==> src/rtl/ram_seq_ctrl.sv <==
// Ramp-fill / timed-playback sequencer for an external 1-cycle-latency synchronous RAM.
// Optional PAUSE state on rd_flag during playback is enabled by defining RAM_SEQ_PAUSE_EN.
module ram_seq_ctrl #(
  parameter int          ADDR_W  = 8,
  parameter int          DATA_W  = 8,
  parameter int          DEPTH   = 256,
  parameter logic [23:0] CNT_MAX = 24'd9_999_999,
  parameter int          WR_BASE = 0,
  parameter int          WR_STEP = 1,
  parameter int          LOOP    = 1
) (
  input  logic              sys_clk,
  input  logic              sys_rst,
  input  logic              wr_flag,
  input  logic              rd_flag,
  output logic              ram_wr_en,
  output logic              ram_rd_en,
  output logic [ADDR_W-1:0] ram_addr,
  output logic [DATA_W-1:0] ram_wr_data,
  input  logic [DATA_W-1:0] ram_rd_data,
  output logic [DATA_W-1:0] disp_data,
  output logic              disp_valid,
  output logic              busy,
  output logic              done
);

  // IDLE | waiting, WRITE | ramp fill, READ | timed playback, PAUSE | playback frozen
  typedef enum logic [1:0] {S_IDLE, S_WRITE, S_READ, S_PAUSE} state_t;

  localparam logic [ADDR_W-1:0] LAST_ADDR = ADDR_W'(DEPTH - 1);

  state_t              state_q, state_d;
  logic [ADDR_W-1:0]   addr_q, addr_d;
  logic [23:0]         cnt_q, cnt_d;
  logic [DATA_W-1:0]   disp_q, disp_d;
  logic                disp_vld_q, disp_vld_d;
  logic                done_q, done_d;
  logic                busy_q, busy_d;
  logic                wr_en_q, wr_en_d;
  logic                rd_en_q, rd_en_d;
  logic [DATA_W-1:0]   wr_data_q, wr_data_d;

  always_comb begin
    state_d    = state_q;
    addr_d     = addr_q;
    cnt_d      = cnt_q;
    disp_d     = disp_q;
    disp_vld_d = 1'b0;
    done_d     = 1'b0;

    // RAM data for the current address is valid one clock after it was presented
    if (state_q == S_READ && cnt_q == 24'd1) begin
      disp_d     = ram_rd_data;
      disp_vld_d = 1'b1;
    end

    case (state_q)
      S_IDLE: begin
        if (wr_flag) begin
          state_d = S_WRITE;
          addr_d  = '0;
          cnt_d   = '0;
        end else if (rd_flag) begin
          state_d = S_READ;
          addr_d  = '0;
          cnt_d   = '0;
        end
      end
      S_WRITE: begin
        if (addr_q == LAST_ADDR) begin
          state_d = S_IDLE;
          addr_d  = '0;
          done_d  = 1'b1;
        end else begin
          addr_d = addr_q + ADDR_W'(1);
        end
      end
      S_READ: begin
        if (wr_flag) begin
          state_d = S_WRITE;
          addr_d  = '0;
          cnt_d   = '0;
        end
`ifndef RAM_SEQ_PAUSE_EN
        else if (rd_flag) begin
          addr_d = '0;
          cnt_d  = '0;
        end
`endif
        else begin
          if (cnt_q == CNT_MAX) begin
            cnt_d = '0;
            if (addr_q != LAST_ADDR) begin
              addr_d = addr_q + ADDR_W'(1);
            end else if (LOOP != 0) begin
              addr_d = '0;
            end else begin
              state_d = S_IDLE;
              addr_d  = '0;
              done_d  = 1'b1;
            end
          end else begin
            cnt_d = cnt_q + 24'd1;
          end
`ifdef RAM_SEQ_PAUSE_EN
          if (rd_flag && state_d == S_READ) state_d = S_PAUSE;
`endif
        end
      end
      S_PAUSE: begin
`ifdef RAM_SEQ_PAUSE_EN
        if (wr_flag) begin
          state_d = S_WRITE;
          addr_d  = '0;
          cnt_d   = '0;
        end else if (rd_flag) begin
          state_d = S_READ;
        end
`else
        state_d = S_IDLE;
        addr_d  = '0;
        cnt_d   = '0;
`endif
      end
      default: begin
        state_d = S_IDLE;
        addr_d  = '0;
        cnt_d   = '0;
      end
    endcase

    busy_d    = (state_d != S_IDLE);
    wr_en_d   = (state_d == S_WRITE);
    rd_en_d   = (state_d == S_READ) || (state_d == S_PAUSE);
    wr_data_d = '0;
    if (state_d == S_WRITE)
      wr_data_d = DATA_W'(WR_BASE) + DATA_W'(addr_d) * DATA_W'(WR_STEP);
  end

  always_ff @(posedge sys_clk) begin
    if (sys_rst) begin
      state_q    <= S_IDLE;
      addr_q     <= '0;
      cnt_q      <= '0;
      disp_q     <= '0;
      disp_vld_q <= 1'b0;
      done_q     <= 1'b0;
      busy_q     <= 1'b0;
      wr_en_q    <= 1'b0;
      rd_en_q    <= 1'b0;
      wr_data_q  <= '0;
    end else begin
      state_q    <= state_d;
      addr_q     <= addr_d;
      cnt_q      <= cnt_d;
      disp_q     <= disp_d;
      disp_vld_q <= disp_vld_d;
      done_q     <= done_d;
      busy_q     <= busy_d;
      wr_en_q    <= wr_en_d;
      rd_en_q    <= rd_en_d;
      wr_data_q  <= wr_data_d;
    end
  end

  assign ram_wr_en   = wr_en_q;
  assign ram_rd_en   = rd_en_q;
  assign ram_addr    = addr_q;
  assign ram_wr_data = wr_data_q;
  assign disp_data   = disp_q;
  assign disp_valid  = disp_vld_q;
  assign busy        = busy_q;
  assign done        = done_q;

endmodule

==> config.mk <==
export PLATFORM = sky130hd
export DESIGN_NAME = ram_seq_ctrl
export DESIGN_NICKNAME = d
export VERILOG_FILES = /design/src/rtl/ram_seq_ctrl.sv
export SDC_FILE = /design/constraint.sdc
export NUM_CORES = 1
export LEC_CHECK = 0
export BUFFER_PORTS_ARGS = -buffer_cell sky130_fd_sc_hd__buf_2
export CORE_UTILIZATION = 45
export CTS_BUF_LIST = sky130_fd_sc_hd__clkbuf_8
export CTS_CLUSTER_DIAMETER = 40
export DETAILED_ROUTE_END_ITERATION = 7
export PLACE_DENSITY_LB_ADDON = 0.1
export SETUP_SLACK_MARGIN = 0.02
export SLEW_MARGIN = 20
export SYNTH_ARGS = -nofsm -noshare
export SYNTH_HDL_FRONTEND = slang
export SYNTH_SLANG_ARGS = --single-unit
==> constraint.sdc <==
create_clock -name sys_clk -period 2.4 [get_ports sys_clk]
set_clock_uncertainty 0.2 [all_clocks]
set_input_delay 0.12 -clock sys_clk [delete_from_list [all_inputs] [get_ports sys_clk]]
set_output_delay 0.12 -clock sys_clk [all_outputs]
set_load 0.01 [all_outputs]
==> flow_summary.json, run 1 <==
{
  "end_kind": "flop",
  "grt_pass1_wl_um": 11200,
  "final_nets": 405,
  "drv_cap": 0,
  "combPwrFrac_pct": 8.5,
  "cp_data_arrival_time_ns": 2.34,
  "synth_top_flop_cell": "dfxtp_1",
  "p_seq_share_pct": 57.5,
  "first_global_vias": 2343,
  "clkSlewWorstSetupHoldPaths_ns": 0.11,
  "internal-power_w": 0.00117,
  "wirelength_um": 6930,
  "synth-seq-cells": 54,
  "antenna_found_initial": 0,
  "setup_viol": 0,
  "first_pass_iters": 4,
  "setup-tns-final_ns": 0,
  "h-tree-depth": 2,
  "hpwlAfterDp_um": 4980,
  "outcome": "finished, final reports clean",
  "synth_nets": 346,
  "grt_util_met2_pct": 34.4,
  "power.total_w": 0.00159,
  "diodes": 0,
  "fillCellCount": 549,
  "worst_pin_slew_ns": 0.714,
  "whs_path_depth": 4,
  "multiInputGateArea_um2": 1580,
  "seq_area_frac_synth_pct": 39.0,
  "dieArea_um2": 6480,
  "mostFrequentLayoutCells": "nor2_1 (56), dfxtp_1 (54), buf_2 (40)",
  "final_common_cell": "nor2_1",
  "synth_area_um2": 2770,
  "min_period_ns": 2.28,
  "p_clk_share_pct": 34.1,
  "num_io_pins": 41,
  "grt-busiest-layer": "met2",
  "gp_congestion": 0.891,
  "clk_latency_ns": 0.32,
  "synth_edf_count": 0,
  "final.period_utilization_pct": 94.8,
  "synth-async-reset-ratio_pct": 0,
  "startpoint_type": "flop",
  "max_freq_ghz": 0.440,
  "rsz0062_at_grt": "false",
  "hold_violations": 0,
  "cts_tree": "done",
  "grt_use_total_pct": 22.6,
  "power_density_nw_per_um2": 473,
  "clock-sinks": 54,
  "grt_use_met3_pct": 3.86,
  "seqCellArea_um2": 1080,
  "drive_above_1_share_pct": 22.8,
  "path_class": "reg -> reg",
  "synth_cells": 331,
  "die_h_um": 80.5,
  "vdd_drop_max_mv": 0.325,
  "finalMaxSlewViolations": 0,
  "overflow": 0,
  "initial_utilization_pct": 46.8,
  "hp-class": "in -> reg",
  "yosys.cell_types.count": 54,
  "ys_warn_count": 0,
  "via_per_inst": 5.63,
  "cts_root_buf": "clkbuf_8",
  "drc": 0,
  "io_buffers": 40,
  "worst-r2r-cell-count": 6,
  "area_delta_synth_final_pct": 21.2,
  "detail-route-antenna-nets": 0,
  "grt_max_degree": 34,
  "die_w_um": 80.5,
  "holdWs_ns": 0.0327,
  "cp_data_required_time_ns": 2.47,
  "coreArea_um2": 5920,
  "num_vias": 2623,
  "cts_buffer_depth": 2,
  "cts_buffers": 5,
  "syn_area_per_cell_um2": 8.38,
  "grtUsageMet1_pct": 31.3,
  "wl_per_cell_um": 14.9,
  "drt_iter0_drc": 228,
  "rows": 28,
  "p_switching_w": 0.000419,
  "p_leak_nw": 1.25,
  "slew_headroom_pct": 52.3,
  "p_sw_share_pct": 26.3,
  "critPathMaxFanout": 4
}
## cell type report
cell class                      instances  area share, %
Clock buffer                            5           2.05
Clock inverter                          3          0.745
Inverter                                7          0.782
Multi-Input combinational cell        250           46.9
Sequential cell                        54           32.2
Tap cell                               75           2.79
Timing Repair Buffer                   72           14.6
## synthesized netlist by cell type (5+ instances only)
cell	count	area, um^2
nor4_1	15	93.8
and2_1	5	31.3
nand2_1	20	75.1
dfxtp_1	54	1080
xor2_1	5	43.8
nand3_1	17	85.1
inv_1	7	26.3
nand2b_1	5	31.3
o21ai_0	6	30.0
a21oi_1	10	50.1
xnor2_1	15	131
nand4_1	13	81.3
nor2_1	56	210
nor3_1	10	50.1
mux2i_1	9	90.1
clkbuf_1	14	52.6
## power by group through the flow
stage	clock network [W]	logic (W)	registers (W)
final	0.000542	0.000135	0.000914
after global routing	0.000592	0.000148	0.000916
after CTS	0.000555	0.000134	0.000914
after detailed placement	0	0.000122	0.000935
after global placement	0	0.000121	0.000934
after floorplan	0	0.0000687	0.000934
## worst paths after layout
kind | startpoint | to | slack [ns]
worst max-delay path | cnt_q[1]$_SDFFE_PP0P_ | ram_addr[7]$_SDFF_PP0_ | 0.12
worst min-delay path | rd_flag | busy$_SDFF_PP0_ | 0.03
worst max register to register | cnt_q[1]$_SDFFE_PP0P_ | ram_addr[7]$_SDFF_PP0_ | 0.12
worst min register to register | disp_data[7]$_SDFFE_PP0P_ | disp_data[7]$_SDFFE_PP0P_ | 0.30
## registers in the layout, indices dropped and copies added (netlist names)
name         count
done             1
busy             1
state_q          2
ram_wr_data      8
disp_data        8
cnt_q           24
disp_valid       1
ram_addr         8
ram_wr_en        1
## per-stage QoR
step	instances	util (%)	setup slack (ns)	area (um^2)
6_report	466	56.8	0.125	3360
5_1_grt	466	56.8	0.0245	3360
4_1_cts	466	56.6	0.0969	3350
3_5_place_dp	448	53.3	0.125	3160
3_3_place_gp	448	53.3	0.164	3160
2_1_floorplan	331	-	0.0442	2770
## per-layer routing
layer / up-vias / wire length [um]
met4: 0 / 178
met3: 15 / 340
met5: - / 0
met2: 84 / 3020
met1: 1214 / 3390
li1: 1310 / -
## cell families (layout without fill, tap and decap cells)
family | after synthesis | count (layout) | share of synthesized area, %
mux | 9 | 9 | 3.25
compound gates | 43 | 43 | 11.2
flops | 54 | 54 | 39.0
buf+inv | 27 | 87 | 4.51
fa+ha+maj | 3 | 3 | 1.35
xor+xnor | 20 | 20 | 6.32
simple gates | 175 | 175 | 34.3
## worst max-delay path: stages (launching register included)
cell and delay (ns):
dfxtp_1 0.36, ha_2 0.22, nand3_4 0.09, or4_4 0.56, o31ai_4 0.26, or4b_1 0.44
nand3_1 0.09
## repair_timing
item,in CTS,in global routing
resized for setup,0,3
endpoints found under the setup margin,0,9
hold buffers,10,0
setup buffers,0,0
hold endpoints to repair,10,0
(Power assumes the default switching activity.)
==> inputs of run 2 (changes only) <==
Settings changed: MAX_ROUTING_LAYER set to met4.
==> run 2 against run 1 <==
  * Utilization did not move
  * Power about the same
  * Non-clock buffer count did not move
  * Sequential share of layout area did not move
  * Hold slack is essentially flat
  * Final area is the same
  * Clock power is essentially flat
  * Sequential power hardly changed
  * Largest cell class unchanged
==> flow_summary.json, run 2 (synthesized netlist as in run 1, its figures left out) <==
{
  "outcome": "finished, final reports clean",
  "internal-power_w": 0.00117,
  "hold_violations": 0,
  "initial_utilization_pct": 46.8,
  "combPwrFrac_pct": 8.5,
  "cts_buffers": 5,
  "wirelength_um": 6910,
  "finalMaxSlewViolations": 0,
  "path_class": "reg -> reg",
  "largest-register": "cnt_q",
  "hp-class": "in -> reg",
  "rsz0062_at_grt": "false",
  "drc": 0,
  "critPathMaxFanout": 4,
  "drt_iter0_drc": 241,
  "clock-sinks": 54,
  "power.total_w": 0.00159,
  "postCtsSetupRepairBufs": 0,
  "cp_data_arrival_time_ns": 2.34,
  "die_w_um": 80.5,
  "final_util_pct": 56.8,
  "num_io_pins": 41,
  "clkSlewWorstSetupHoldPaths_ns": 0.11,
  "mostFrequentLayoutCells": "nor2_1 (56), dfxtp_1 (54), buf_2 (40)",
  "setup-tns-final_ns": 0,
  "rows": 28,
  "p_sw_share_pct": 26.3,
  "p_clk_share_pct": 34.1,
  "largest_register_ffs": 24,
  "end_kind": "flop",
  "min_period_ns": 2.28,
  "area_delta_synth_final_pct": 21.2,
  "diodes": 0,
  "first_pass_iters": 4,
  "grt_use_total_pct": 23.2,
  "setup_viol": 0,
  "slew_headroom_pct": 52.4,
  "overflow": 0,
  "max_freq_ghz": 0.440,
  "first_global_vias": 2341,
  "placedCellCount": 448,
  "layout.cells.non_filler": 466,
  "final_cell_area_um2": 3360,
  "grt_max_degree": 34,
  "worst_pin_slew_ns": 0.714,
  "hpwlAfterDp_um": 4980,
  "via_per_inst": 5.61,
  "placed_cell_area_um2": 3160,
  "final_common_cell": "nor2_1",
  "drive_above_1_share_pct": 22.8,
  "cts_root_buf": "clkbuf_8",
  "grt_pass1_wl_um": 11200,
  "num_vias": 2612,
  "dieArea_um2": 6480,
  "drv_cap": 0,
  "power_density_nw_per_um2": 473,
  "detail-route-antenna-nets": 0,
  "h-tree-depth": 2,
  "io_buffers": 40,
  "startpoint_type": "flop",
  "coreArea_um2": 5920,
  "final_nets": 405,
  "cts_tree": "done",
  "clk_latency_ns": 0.32,
  "gp_congestion": 0.906,
  "final.period_utilization_pct": 94.8,
  "p_switching_w": 0.000419,
  "fillCellCount": 549,
  "die_h_um": 80.5,
  "p_leak_nw": 1.25,
  "wl_per_cell_um": 14.8,
  "p_seq_share_pct": 57.5,
  "vdd_drop_max_mv": 0.325,
  "antenna_found_initial": 0,
  "cp_data_required_time_ns": 2.47,
  "cts_buffer_depth": 2
}
[run 2: final cells by class]
cell class	count	area [um^2]	share of cell area [%]
clock buffers	5	68.8	2.05
clock inverters	3	25.0	0.745
inverters	7	26.3	0.782
multi-input cells	250	1580	46.9
flip-flops and latches	54	1080	32.2
well taps	75	93.8	2.79
repair buffers	72	490	14.6
[run 2: worst paths after layout]
path | from | end | slack [ns] | depth (start not counted)
max | cnt_q[1]$_SDFFE_PP0P_ | ram_addr[7]$_SDFF_PP0_ | 0.12 | 6
min | rd_flag | busy$_SDFF_PP0_ | 0.03 | 4
max reg2reg | cnt_q[1]$_SDFFE_PP0P_ | ram_addr[7]$_SDFF_PP0_ | 0.12 | 6
min reg2reg | disp_data[7]$_SDFFE_PP0P_ | disp_data[7]$_SDFFE_PP0P_ | 0.30 | 2
[run 2: power by group through the flow]
stage / registers [W] / clock network [W] / logic [W]
2_1_floorplan: 0.000934 / 0 / 0.0000687
3_3_place_gp: 0.000934 / 0 / 0.000121
3_5_place_dp: 0.000935 / 0 / 0.000122
4_1_cts: 0.000914 / 0.000555 / 0.000134
5_1_grt: 0.000916 / 0.000592 / 0.000148
6_report: 0.000914 / 0.000542 / 0.000135
[run 2: timing repair]
| action | CTS | global route |
|---|---|---|
| endpoints found under the setup margin | 0 | 9 |
| hold endpoints to repair | 10 | 0 |
| resized for setup | 0 | 3 |
| hold buffers | 10 | 0 |
[run 2: per-layer routing]
layer / vias up / wire (um) / global-route usage [%]
li1: 1310 / - / -
met3: 15 / 304 / 3.64
met5: - / 0 / -
met1: 1208 / 3410 / 31.5
met4: 0 / 176 / 9.29
met2: 79 / 3020 / 34.4
[run 2: through the flow]
stage,hold slack [ns],setup WS [ns]
after floorplan,0.00604,0.0442
after global placement,0.152,0.164
after detailed placement,0.160,0.125
after CTS,0.0314,0.0969
after global routing,0.0747,0.0245
final,0.0325,0.125
[run 2: critical path: stages (launching register included)]
cell and delay [ns]:
dfxtp_1 0.36, ha_2 0.22, nand3_4 0.09, or4_4 0.57, o31ai_4 0.26, or4b_1 0.44, nand3_1 0.09
==> inputs of run 3 (changes only) <==
Settings changed: ABC_AREA set to 1, CORE_ASPECT_RATIO set to 1.4.
==> run 3 against run 2 <==
  * The flow now finishes with violations (DRC)
  * Die area is 7.2% higher
  * Global-route usage is 0.45 points higher
  * Largest cell class unchanged
  * Synthesized cell count increased by 34%
  * Power fell by 0.17%
  * Cell count grew 22%
  * Clock-buffer cell count did not move
  * Non-clock buffer count decreased by 18
  * Critical endpoint is now cnt_q[16]$_SDFFE_PP0P_
  * Via count is 14% higher
==> flow_summary.json, run 3 <==
{
  "first_pass_iters": 7,
  "finalMaxSlewViolations": 0,
  "worst_pin_slew_ns": 0.693,
  "holdWs_ns": 0.0230,
  "synth_top_area_share_pct": 36.3,
  "cts_resized": 0,
  "clk_latency_ns": 0.31,
  "setup_viol": 0,
  "overflow": 0,
  "area_delta_synth_final_pct": 15.6,
  "cts_tree": "done",
  "grt_pass1_wl_um": 12900,
  "clkSlewWorstSetupHoldPaths_ns": 0.11,
  "dieArea_um2": 6950,
  "vdd_drop_max_mv": 0.214,
  "die_w_um": 70.7,
  "rsz0062_at_grt": "false",
  "num_io_pins": 41,
  "largest-register": "cnt_q",
  "min_period_ns": 1.99,
  "slew_headroom_pct": 53.7,
  "via_per_inst": 5.22,
  "yosys.cell_types.count": 34,
  "drive_above_1_share_pct": 15.1,
  "critPathMaxFanout": 4,
  "end_kind": "flop",
  "die_h_um": 98.2,
  "num_vias": 2975,
  "crit_path_cell_trace": "ha_1 -> nand2_1 -> nor2_1 -> nand2_2 -> nor2_4 -> nand2_1 -> nor2_2 -> inv_1 -> o21ai_1 -> a21oi_1",
  "final_nets": 512,
  "rrSetupSlack_ns": 0.41,
  "rows": 34,
  "detail-route-antenna-nets": 0,
  "cpMostUsedCell": "nand2_1",
  "gp_congestion": 0.897,
  "synth_edf_count": 0,
  "cts_root_buf": "clkbuf_8",
  "drv_cap": 0,
  "synth_cells": 445,
  "syn_area_per_cell_um2": 6.69,
  "synthTopCellsByCount": "nand2_1 (90), nor2_1 (75), inv_1 (68), dfxtp_1 (54), nand3_1 (37)",
  "largest_register_ffs": 24,
  "synth.most_common_cell": "nand2_1",
  "hpwlAfterDp_um": 5520,
  "synth-async-reset-ratio_pct": 0,
  "synth-seq-cells": 54,
  "path_class": "reg -> reg",
  "antenna_found_initial": 0,
  "violations": "DRC",
  "synth_top_area_cell": "dfxtp_1",
  "hold_violations": 0,
  "synth.top_cells.by_area": "dfxtp_1 (36%), nand2_1 (11%), nor2_1 (9.5%), inv_1 (8.6%), nand3_1 (6.2%)",
  "first_global_vias": 2778,
  "clock-sinks": 54,
  "drc": 6,
  "cp_data_arrival_time_ns": 2.00,
  "wirelength_um": 7540,
  "drt_iter0_drc": 213,
  "max_freq_ghz": 0.504,
  "synth_top_flop_cell": "dfxtp_1",
  "coreArea_um2": 6300,
  "grt_max_degree": 19,
  "final_common_cell": "nand2_1",
  "postCtsSetupRepairBufs": 0,
  "startpoint_type": "flop",
  "fillCellCount": 628,
  "io_buffers": 40,
  "seq_area_frac_synth_pct": 36.3,
  "slowest_delay_ns": 0.39,
  "cts_buffers": 5,
  "p_leak_nw": 1.59,
  "ys_warn_count": 0,
  "power_density_nw_per_um2": 462,
  "mostFrequentLayoutCells": "nand2_1 (90), nor2_1 (75), inv_1 (68)",
  "grt_use_total_pct": 23.7,
  "outcome": "finished, violations left",
  "diodes": 0,
  "setup-tns-final_ns": 0,
  "h-tree-depth": 2,
  "final.period_utilization_pct": 82.7,
  "wl_per_cell_um": 13.2,
  "cp_slowest_cell": "dfxtp_1",
  "synth_nets": 460,
  "cp_data_required_time_ns": 2.41,
  "initial_utilization_pct": 47.3,
  "hp-class": "in -> reg",
  "synth_area_um2": 2980,
  "cts_buffer_depth": 2
}
run 3: worst paths after layout:
kind | startpoint | to | cells after the start
max | cnt_q[0]$_SDFFE_PP0P_ | cnt_q[16]$_SDFFE_PP0P_ | 10
max reg2reg | cnt_q[0]$_SDFFE_PP0P_ | cnt_q[16]$_SDFFE_PP0P_ | 10
min | rd_flag | cnt_q[6]$_SDFFE_PP0P_ | 4
min reg2reg | disp_data[5]$_SDFFE_PP0P_ | disp_data[5]$_SDFFE_PP0P_ | 2
run 3: per-layer routing:
metal	up-vias	routed length, um	part of all wire [%]	track usage, %
li1	1524	-	-	-
met1	1353	3090	41	25.8
met2	83	3970	53	43.0
met3	15	325	4.3	3.10
met4	0	159	2.1	9.23
met5	-	0	0	-
run 3: per-stage QoR:
stage / util (%) / setup WS (ns) / power, W / cell area (um^2) / instances
final: 54.7 / 0.415 / 0.00159 / 3440 / 570
after global placement: 51.6 / 0.500 / 0.00105 / 3250 / 552
after CTS: 54.7 / 0.421 / 0.00161 / 3440 / 570
after detailed placement: 51.6 / 0.422 / 0.00105 / 3250 / 552
after global routing: 54.7 / 0.173 / 0.00166 / 3440 / 570
after floorplan: - / 0.653 / 0.00102 / 2980 / 445
run 3: power breakdown:
part / switching (W) / internal [W]
Combinational: 0.0000896 / 0.0000482
Clock: 0.000329 / 0.000212
Sequential: 0.00000539 / 0.000904
Total: 0.000424 / 0.00116
run 3: what timing repair did:
| item | CTS | global route |
|---|---|---|
| hold buffers | 10 | 0 |
| setup endpoints to repair | 0 | 0 |
| hold endpoints to repair | 15 | 0 |
run 3: final cells by class:
class,count,area (um^2),share of cell area [%]
clock buffer,5,68.8,2.00
tap,72,90.1,2.62
sequential,54,1080,31.4
inverter,73,274,7.96
timing repair buffer,54,330,9.60
multi-input combinational,309,1570,45.7
clock inverter,3,25.0,0.727
run 3: kinds of logic (layout without fill, tap and decap cells):
kind of cell	count (synthesis)	after routing	synth area share, %
DFF	54	54	36.3
adders and majority gates	3	3	1.26
buffers and inverters	82	135	10.8
and+or+nand+nor	266	266	43.7
AOI/OAI and AO/OA	36	36	6.69
xor gates and xnor gates	4	4	1.18
run 3: critical path, delay by kind of cell (launching register included):
family,cells,cell delay (ns)
AND/OR/NAND/NOR,6,0.82
flip-flops,1,0.39
adder cells (fa/ha/maj),1,0.20
AO/OA/AOI/OAI,2,0.19
buffers and inverters,1,0.07
